`src/rtl/pc_fetch_unit.sv`:
```
// Instruction-fetch stage: owns the PC, fetches one word per instruction over a req/ack
// IMEM port, holds it for the decoder and forms the next PC when the instruction retires.
module pc_fetch_unit #(
    parameter logic [31:0] RESET_PC       = 32'h0000_3000,
    parameter int unsigned TIMEOUT_CYCLES = 16
) (
    input  logic        clk,
    input  logic        rstn,
    output logic        imem_req,
    output logic [31:0] imem_addr,
    input  logic        imem_ack,
    input  logic [31:0] imem_rdata,
    output logic [31:0] instr,
    output logic [5:0]  opcode,
    output logic [5:0]  func,
    output logic        instr_valid,
    input  logic        instr_done,
    input  logic [1:0]  PC_sel,
    input  logic        zero,
    input  logic [31:0] rs_data,
    output logic [31:0] pc,
    output logic [31:0] pc_plus4,
    output logic        fetch_err
);

    localparam int unsigned WdW = $clog2(TIMEOUT_CYCLES);
    localparam logic [WdW-1:0] WdLast = WdW'(TIMEOUT_CYCLES - 1);

    typedef enum logic [1:0] {StIdle, StFetch, StIssue, StHalt} state_e;

    state_e         state_q, state_d;
    logic [31:0]    pc_q, pc_d;
    logic [31:0]    instr_q, instr_d;
    logic           valid_q, valid_d;
    logic           err_q, err_d;
    logic [WdW-1:0] wd_q, wd_d;

    logic [31:0] seq_pc;
    logic [31:0] branch_off;
    logic [31:0] next_pc;
    logic        unused_rs_low;

    assign seq_pc     = pc_q + 32'd4;
    assign branch_off = {{14{instr_q[15]}}, instr_q[15:0], 2'b00};
    // jr targets are word-aligned by construction; the dropped bits never raise an error
    assign unused_rs_low = ^rs_data[1:0];

    always_comb begin
        next_pc = seq_pc;
        unique case (PC_sel)
            2'b00: next_pc = seq_pc;
            2'b01: next_pc = zero ? (seq_pc + branch_off) : seq_pc;
            2'b10: next_pc = {seq_pc[31:28], instr_q[25:0], 2'b00};
            2'b11: next_pc = {rs_data[31:2], 2'b00};
        endcase
    end

    always_comb begin
        state_d = state_q;
        pc_d    = pc_q;
        instr_d = instr_q;
        valid_d = valid_q;
        err_d   = err_q;
        wd_d    = wd_q;

        unique case (state_q)
            StIdle: begin
                state_d = StFetch;
            end
            StFetch: begin
                // ack takes priority over a watchdog expiry on the same edge
                if (imem_ack) begin
                    instr_d = imem_rdata;
                    valid_d = 1'b1;
                    state_d = StIssue;
                end else if (wd_q == WdLast) begin
                    err_d   = 1'b1;
                    state_d = StHalt;
                end else begin
                    wd_d = wd_q + 1'b1;
                end
            end
            StIssue: begin
                if (instr_done) begin
                    pc_d    = next_pc;
                    valid_d = 1'b0;
                    wd_d    = '0;
                    state_d = StFetch;
                end
            end
            StHalt: begin
                state_d = StHalt;
            end
        endcase
    end

    always_ff @(posedge clk or negedge rstn) begin
        if (!rstn) begin
            state_q <= StIdle;
            pc_q    <= RESET_PC;
            instr_q <= '0;
            valid_q <= 1'b0;
            err_q   <= 1'b0;
            wd_q    <= '0;
        end else begin
            state_q <= state_d;
            pc_q    <= pc_d;
            instr_q <= instr_d;
            valid_q <= valid_d;
            err_q   <= err_d;
            wd_q    <= wd_d;
        end
    end

    assign imem_req    = (state_q == StFetch);
    assign imem_addr   = pc_q;
    assign instr       = instr_q;
    assign opcode      = instr_q[31:26];
    assign func        = instr_q[5:0];
    assign instr_valid = valid_q;
    assign pc          = pc_q;
    assign pc_plus4    = seq_pc;
    assign fetch_err   = err_q;

endmodule

```
`config.mk`:
```
export PLATFORM = sky130hd
export DESIGN_NAME = pc_fetch_unit
export DESIGN_NICKNAME = d
export VERILOG_FILES = /design/src/rtl/pc_fetch_unit.sv
export SDC_FILE = /design/constraint.sdc
export NUM_CORES = 1
export LEC_CHECK = 0
export BUFFER_PORTS_ARGS = -buffer_cell sky130_fd_sc_hd__buf_4
export CORE_ASPECT_RATIO = 1.5
export CORE_MARGIN = 2
export CORE_UTILIZATION = 51
export DETAILED_ROUTE_END_ITERATION = 10
export PLACE_DENSITY = 0.82
export SYNTH_ARGS = -nofsm -noshare
export SYNTH_HDL_FRONTEND = slang
export SYNTH_SLANG_ARGS = --single-unit
```
`constraint.sdc`:
```
create_clock -name clk -period 3.9 [get_ports clk]
set_input_delay 0.78 -clock clk [delete_from_list [all_inputs] [get_ports clk]]
set_output_delay 0.78 -clock clk [all_outputs]
set_load 0.05 [all_outputs]
```
==> results of run 1 <==
worst register-to-register path, stage by stage, from the launching register on:
cell and delay [ns]:
dfrtp_2 0.43, ha_1 0.20, inv_1 0.06, nor2_2 0.12, buf_4 0.16, nand3_1 0.10
buf_4 0.15, nor3_4 0.22, nand3_1 0.25, xnor2_4 0.22, ha_1 0.37, a21o_1 0.22
a21oi_1 0.19, nor3b_1 0.22, a31oi_1 0.12, xor2_1 0.17, and3_2 0.23, o31ai_2 0.20
flip-flops by register name, summed over array words and instances (netlist names):
register	cells
wd_q	4
imem_addr	30
fetch_err	1
state_q	2
instr_valid	1
instr	32
timing repair:
item | CTS | global route
setup buffers | 0 | 0
setup endpoints to repair | 0 | 8
hold buffers | 0 | 0
gates resized for setup | 0 | 5
Yosys cell counts, types with 3 or more instances:
library cell,instances
a31oi_1,10
o211ai_1,3
buf_4,50
a211oi_1,5
a21oi_1,42
o21ai_0,36
mux2i_1,17
o221ai_1,4
nand2_1,67
and3_1,6
a21o_2,4
clkbuf_1,19
nand4_1,10
nand3_1,20
mux2_2,38
a21oi_2,3
nor2b_1,3
nor3_1,7
a221oi_1,20
nand2b_1,7
a21o_1,9
buf_6,3
xor2_1,19
xnor2_1,37
dfrtp_1,68
ha_1,34
and2_1,3
nor2_1,56
inv_1,21
cell families after synthesis:
group	after synthesis	share of synthesized area, %
other cells	1	0.0626
fa+ha+maj	35	7.43
xor+xnor	57	8.46
mux	55	9.98
flops	70	29.3
simple gates	196	15.9
compound gates	166	18.7
buf+inv	99	10.2
per-stage QoR:
| step | setup WS (ns) | setup TNS (ns) | area (um^2) | utilization (%) | instances |
|---|---|---|---|---|---|
| floorplan | -0.00722 | -0.00722 | 6320 | - | 684 |
| global placement | 0.195 | 0 | 7790 | 67.9 | 997 |
| detailed placement | 0.166 | 0 | 7790 | 67.9 | 997 |
| CTS | 0.108 | 0 | 8160 | 71.2 | 1013 |
| global route | -0.0154 | -0.0156 | 8190 | 71.4 | 1013 |
| finish | 0.185 | 0 | 8190 | 71.4 | 1013 |
per-layer routing:
| metal | wire length (um) | vias to the layer above | track usage [%] |
|---|---|---|---|
| met5 | 0 | - | 0 |
| met4 | 467 | 0 | 11.0 |
| met3 | 1120 | 37 | 3.80 |
| met2 | 10200 | 251 | 55.2 |
| met1 | 7190 | 2865 | 34.5 |
| li1 | - | 2745 | - |
layout make-up:
cell class	count	area [um^2]	area share (%)
multi-input combinational	515	3970	48.5
timing repair buffer	241	1810	22.1
sequential	70	1770	21.6
clock buffer	9	225	2.75
tap	150	188	2.29
clock inverter	7	146	1.79
inverter	21	78.8	0.963
worst max path at each step:
stage / endpoint / cells after the start / slack, ns / from
finish: imem_addr[31] / 17 / 0.18 / imem_addr[3]
global route: imem_addr[22] / 16 / -0.02 / imem_addr[3]
CTS: imem_addr[31] / 16 / 0.11 / imem_addr[3]
detailed placement: imem_addr[31] / 16 / 0.17 / imem_addr[3]
global placement: imem_addr[31] / 16 / 0.19 / imem_addr[3]
floorplan: imem_addr[29] / 17 / -0.007 / imem_addr[2]
==> metrics.txt, run 1 <==
Fin Hold WS 0.475 ns; # rows 48; H-tree depth 3; Routed Antenna Nets 0; area leader, netlist dfrtp_1; 1st-pass router iterations 5; Seq/Total Area, Yosys 29.3%; RD Place Congestion 0.908; Crit path largest cell delay 0.43 ns; Cells after Synth 679; number of remaining DRC errors 0; Worst-Margin Slew 0.932 ns; highest clock rate 269 MHz; Final setup viols 0; Routed WL 19.0 mm; Worst Reg-to-Reg Cells 17; core area 0.0115 mm^2; Die Height 137 um; run status completed; Yosys warning count 0; Initial Utilization 52.2%; first-pass GRT wire length 29.5 mm; io pins 214; critical-path maximum fanout 6; Area growth syn-to-layout 36.6%; number of flops mapped to enable cells by yosys 0; fraction of registers with async set/reset 100%; CP bufs+invs 3; Worst Hold Class flip-flop to flip-flop; Critical Path RT 4.16 ns; startpoint class of the critical path flip-flop; Synth top area share 28.4%; total track usage 29.7%; clk_skew 0.0100 ns; post-DR wirelength/cell 18.8 um; fin crit period 3.72 ns; Final Hold Vio Count 0; chip width 92.5 um; number of port buffers 205; syn_area_per_cell 8.83 um^2; commonest cells after routing, fill and taps aside buf_4, nand2_1, dfrtp_1; Area contributors post-synth dfrtp_1, mux2_2, ha_1, buf_4, xnor2_1; CP Capture Type flip-flop; worst skew pair latency 0.35 ns; Antenna Cells 0; Root Buffer clkbuf_16; final net count 964; Initial DRC Count 371; layout filler cell count 864; Setup CP Type flip-flop to flip-flop; CTS buffer count 9; #FFs+latches synth 70; Rel. slew slack 37.9%; crit share post-route 95.3%; clock sinks 70; hpwl dp 14.4 mm; largest net degree at the start of global routing 71; Clk pin slew, worst setup/hold paths 0.06 ns; Avg Vias per Cell 5.82; FF-to-FF Start imem_addr[3]; CTS Buffer Depth 2; critical-path cell list ha_1 > inv_1 > nor2_2 > buf_4 > nand3_1 > buf_4 > nor3_4 > nand3_1 > xnor2_4 > ha_1 > a21o_1 > a21oi_1 > nor3b_1 > a31oi_1 > xor2_1 > and3_2 > o31ai_2; Hold Crit Endpoint fetch_err; hold depth 1; CTS tree built; r2r endpoint imem_addr[31]; Via Count 5898; r2r setup slk 0.18 ns; Main synth FF type dfrtp_1; number of library cell types mapped by synthesis 72; CP arrival 3.97 ns; HP Start fetch_err; DIE AREA 0.0127 mm^2; Max Slew Vio Count 0; max-cap violations 0; CP top delay family simple AND/OR/NAND/NOR gates; commonest non-fill, non-tap cell in the layout buf_4; Crit-path slowest cell dfrtp_2; cell area after synthesis 0.00599 mm^2; total gr overflow 0; share of cells above drive strength 1 42.3%; initial antenna violation count 0; vias in the first global route 5943
Power of run 1 is not shown: default switching activity piles up to over one toggle a cycle in this logic, so the estimate is an artifact.
==> inputs of run 2 (changes only) <==
==> constraint.sdc (replaced) <==
create_clock -name clk -period 3.9 [get_ports clk]
set_input_delay 0.195 -clock clk [delete_from_list [all_inputs] [get_ports clk]]
set_output_delay 0.195 -clock clk [all_outputs]
set_load 0.05 [all_outputs]
==> run 2 against run 1 <==
Against the previous run:
- critical path type unchanged
- non-clock buffer count is 1 higher
- highest routed layer unchanged
- sequential share of layout area is 0.29 points lower
- setup slack worse by 0.17 ns
==> metrics.txt, run 2 (synthesis results as in run 1) <==
core area 0.0115 mm^2; io pins 214; max reg flops 32; 1st-pass router iterations 5; CTS hold repair buffers 0; total gr overflow 0; GR Util met1 34.1%; post-DR wirelength/cell 19.4 um; highest clock rate 258 MHz; Initial Utilization 52.2%; Fin Hold WS 0.00479 ns; commonest cells after routing, fill and taps aside buf_4, nand2_1, dfrtp_1; critical-path cell list nand4_1 > nor2_4 > buf_12 > nand3_4 > or2_4 > xnor2_4 > ha_4 > nand2_4 > nor4_4 > o2111ai_2 > a31oi_2 > o2111ai_2 > a31oi_2 > xor2_1 > and3_4 > o31ai_2; Rel. slew slack 27.0%; # rows 48; CP Capture Type flip-flop; H-tree depth 3; Avg Vias per Cell 5.97; CTS tree built; Final Hold Vio Count 0; number of port buffers 205; Area growth syn-to-layout 38.4%; chip width 92.5 um; CTS buffer count 9; clk_skew 0.00856 ns; final net count 965; clock sinks 70; vias in the first global route 6108; FF-to-FF Start imem_addr[10]; Via Count 6049; r2r endpoint imem_addr[31]; number of remaining DRC errors 0; Routed Antenna Nets 0; Final setup viols 0; share of cells above drive strength 1 44.3%; run status completed; hpwl dp 14.5 mm; Antenna Cells 0; grt met3 use 3.85%; crit share post-route 99.5%; Crit path largest cell delay 0.40 ns; commonest non-fill, non-tap cell in the layout buf_4; largest net degree at the start of global routing 71; DIE AREA 0.0127 mm^2; RSZ-0062 raised after global routing true; CP arrival 4.10 ns; CP top delay family simple AND/OR/NAND/NOR gates; Crit-path slowest cell dfrtp_2; Setup CP Type flip-flop to flip-flop; Worst Reg-to-Reg Cells 16; first-pass GRT wire length 29.8 mm; Die Height 137 um; Worst-Margin Slew 1.09 ns; fin crit period 3.88 ns; critical-path maximum fanout 5; worst skew pair latency 0.34 ns; Worst Hold Class input pin to asynchronous set/reset pin; Routed WL 19.7 mm; RD Place Congestion 0.966; CTS Buffer Depth 2; Root Buffer clkbuf_16; GR peak layer met2; CP bufs+invs 1; Initial DRC Count 350; startpoint class of the critical path flip-flop; total track usage 30.1%; Critical Path RT 4.11 ns; Max Slew Vio Count 0; max-cap violations 0; Clk pin slew, worst setup/hold paths 0.07 ns; r2r setup slk 0.02 ns; initial antenna violation count 0; grt met2 use 54.7%
-- run 2: metrics by stage --
step	utilization, %	instance area (um^2)	setup slack [ns]	std cells	setup TNS, ns
5_1_grt	72.3	8300	-0.124	1014	-0.188
4_1_cts	70.2	8060	0.00126	1004	0
6_report	72.3	8300	0.0177	1014	0
2_1_floorplan	-	6320	-0.00722	684	-0.00722
3_3_place_gp	67.3	7720	0.159	988	0
3_5_place_dp	67.3	7720	0.0134	988	0
-- run 2: what timing repair did --
item | 4_1_cts | 5_1_grt
resized for setup | 0 | 30
buffers inserted | 0 | 10
setup endpoints to repair | 0 | 11
-- run 2: worst register-to-register path: cells and delay by family, from the launching register on --
family / cells / cell delay, ns
DFF: 1 / 0.40
and+or+nand+nor: 7 / 1.48
adders and majority gates: 1 / 0.32
xor gates and xnor gates: 2 / 0.40
AOI/OAI and AO/OA: 5 / 1.04
buffers and inverters: 1 / 0.13
-- run 2: worst max path at each step --
stage,from,to,slack (ns),cells past startpoint
floorplan,imem_addr[2],imem_addr[29],-0.007,17
global placement,imem_addr[3],imem_addr[29],0.16,17
detailed placement,imem_addr[3],imem_addr[29],0.01,17
CTS,imem_addr[3],imem_addr[29],0.001,17
global route,imem_addr[10],imem_addr[31],-0.12,16
finish,imem_addr[10],imem_addr[31],0.02,16
-- run 2: cell type report --
cell class                      instances  area, um^2
Clock buffer                            9         225
Timing Repair Buffer                  242        1830
Clock inverter                          7         105
Multi-Input combinational cell        515        4100
Fill cell                             863        3170
Tap cell                              150         188
Sequential cell                        70        1770
Inverter                               21        78.8
-- run 2: layer usage --
layer,part of all wire [%],wire length [um],vias up
met1,37,7270,2932
met2,53,10400,312
met3,6.5,1270,59
li1,-,-,2746
met4,3.8,743,0
met5,0,0,-
Power of run 2 is left out for the same reason.
==> inputs of run 3 (changes only) <==
--- a/config.mk
+++ b/config.mk
@@ -10,7 +10,7 @@
 export CORE_MARGIN = 2
 export CORE_UTILIZATION = 51
 export DETAILED_ROUTE_END_ITERATION = 10
-export PLACE_DENSITY = 0.82
+export PLACE_DENSITY = 0.79
 export SYNTH_ARGS = -nofsm -noshare
 export SYNTH_HDL_FRONTEND = slang
 export SYNTH_SLANG_ARGS = --single-unit
==> run 3 against run 2 <==
Against the previous run:
- the flow now finishes with violations (hold timing)
- register-to-register slack improved by 0.097 ns
- first-iteration DRC count is 5.4% lower
- utilization shrank 1.7 points
- hold slack got worse by 0.0053 ns
- setup slack better by 0.097 ns
- flip-flop and latch count unchanged
- die area unchanged
- final area decreased by 2.3%
- critical path type unchanged
==> metrics.txt, run 3 (synthesis results as in run 1) <==
RD Place Congestion 0.996; Root Buffer clkbuf_16; layout filler cell count 888; final net count 960; fin crit period 3.79 ns; Worst Reg-to-Reg Cells 16; H-tree depth 3; CTS Buffer Depth 2; GR Util met1 34.5%; failing checks hold timing; io pins 214; CTS buffer count 9; Via Count 5916; multi-input logic area 0.00400 mm^2; Area growth syn-to-layout 35.2%; chip width 92.5 um; Worst Hold Class input pin to asynchronous set/reset pin; Avg Vias per Cell 5.86; total track usage 29.6%; clk_skew 0.00843 ns; CTS tree built; highest clock rate 264 MHz; post-DR wirelength/cell 18.7 um; initial antenna violation count 0; crit share post-route 97.1%; Register Area 0.00177 mm^2; Die Height 137 um; Initial Utilization 52.2%; number of remaining DRC errors 0; Antenna Cells 0; first-pass GRT wire length 29.3 mm; number of port buffers 205; clock sinks 70; max-cap violations 0; Setup CP Type flip-flop to flip-flop; hpwl dp 14.0 mm; placed insts 991; Cell Area, Placed 0.00775 mm^2; 1st-pass router iterations 5; CP Capture Type flip-flop; grt met2 use 52.8%; grt met3 use 5.18%; commonest non-fill, non-tap cell in the layout buf_4; Routed WL 18.9 mm; total gr overflow 0; Max Slew Vio Count 0; critical-path maximum fanout 6; startpoint class of the critical path flip-flop; Rel. slew slack 26.0%; Critical Path RT 4.14 ns; Finished Layout Cells 1009; Initial DRC Count 331; share of cells above drive strength 1 42.3%; worst skew pair latency 0.35 ns; Clk pin slew, worst setup/hold paths 0.07 ns; CP arrival 4.02 ns; core area 0.0115 mm^2; run status finished with violations; Fin Hold WS -0.000538 ns; DIE AREA 0.0127 mm^2; GR peak layer met2; # rows 48; Routed Antenna Nets 0; Worst-Margin Slew 1.11 ns; RSZ-0062 raised after global routing true; max reg flops 32; largest net degree at the start of global routing 71; final instance area 0.00811 mm^2; Core Util, Final 70.7%; vias in the first global route 5883; CTS hold repair buffers 0; commonest cells after routing, fill and taps aside buf_4, nand2_1, nor2_1, dfrtp_1, a21oi_1; Final setup viols 0; Final Hold Vio Count 4
-- run 3: cell types whose count changed in the layout (fill, tap and decap cells not counted), moves of 2 or more --
cell and change:
a21oi_1 +2, a21oi_2 -2, buf_4 -4, bufinv_16 -2
ha_1 +3, ha_2 -2, nand2_1 +2, nand3_1 +2
nor2_1 +3, nor2_2 -2, o21ai_1 +2
-- run 3: worst paths after layout --
path                           startpoint       endpoint  slack (ns)
max in group asynchronous            rstn  imem_addr[20]        3.24
setup reg to reg             imem_addr[9]  imem_addr[29]        0.11
hold reg to reg                 fetch_err      fetch_err        0.47
hold / removal                       rstn       instr[7]     -0.0005
min in group clk           imem_rdata[17]      instr[17]        0.08
setup / recovery             imem_addr[9]  imem_addr[29]        0.11
-- run 3: worst max-delay path: stages, from the launching register on --
cell	delay, ns
dfrtp_2	0.37
nand4_1	0.19
nor2_4	0.19
and3_4	0.22
nand4_1	0.23
xnor2_4	0.26
ha_4	0.24
buf_4	0.16
a21oi_2	0.16
o21ai_1	0.11
a21oi_1	0.21
a31oi_2	0.18
o2111ai_2	0.26
nand2_1	0.12
o41ai_2	0.37
xnor2_1	0.10
a221o_1	0.31
-- run 3: what timing repair did --
action	4_1_cts	5_1_grt
endpoints found under the hold margin	0	0
buffers inserted	0	2
gates resized for setup	0	12
setup endpoints to repair	0	5
-- run 3: final cells by class --
class                           instances  share of cell area (%)
Multi-Input combinational cell        515                    49.4
Timing Repair Buffer                  237                    22.0
Sequential cell                        70                    21.8
Clock buffer                            9                    2.78
Tap cell                              150                    2.32
Inverter                               21                   0.973
Clock inverter                          7                   0.756
-- run 3: metal layers --
| metal | routed length [um] | part of all wire [%] |
|---|---|---|
| met4 | 652 | 3.5 |
| met2 | 9760 | 52 |
| met1 | 7230 | 38 |
| met5 | 0 | 0 |
| met3 | 1230 | 6.5 |
-- run 3: metrics by stage --
stage	setup slack [ns]	hold WS [ns]	TNS, ns
3_3_place_gp	0.172	0.394	0
4_1_cts	0.0624	0.0377	0
2_1_floorplan	-0.00722	-0.101	-0.00722
3_5_place_dp	0.0762	0.399	0
5_1_grt	-0.0693	0.0675	-0.142
6_report	0.114	-0.000538	0
Power of run 3 is left out for the same reason.
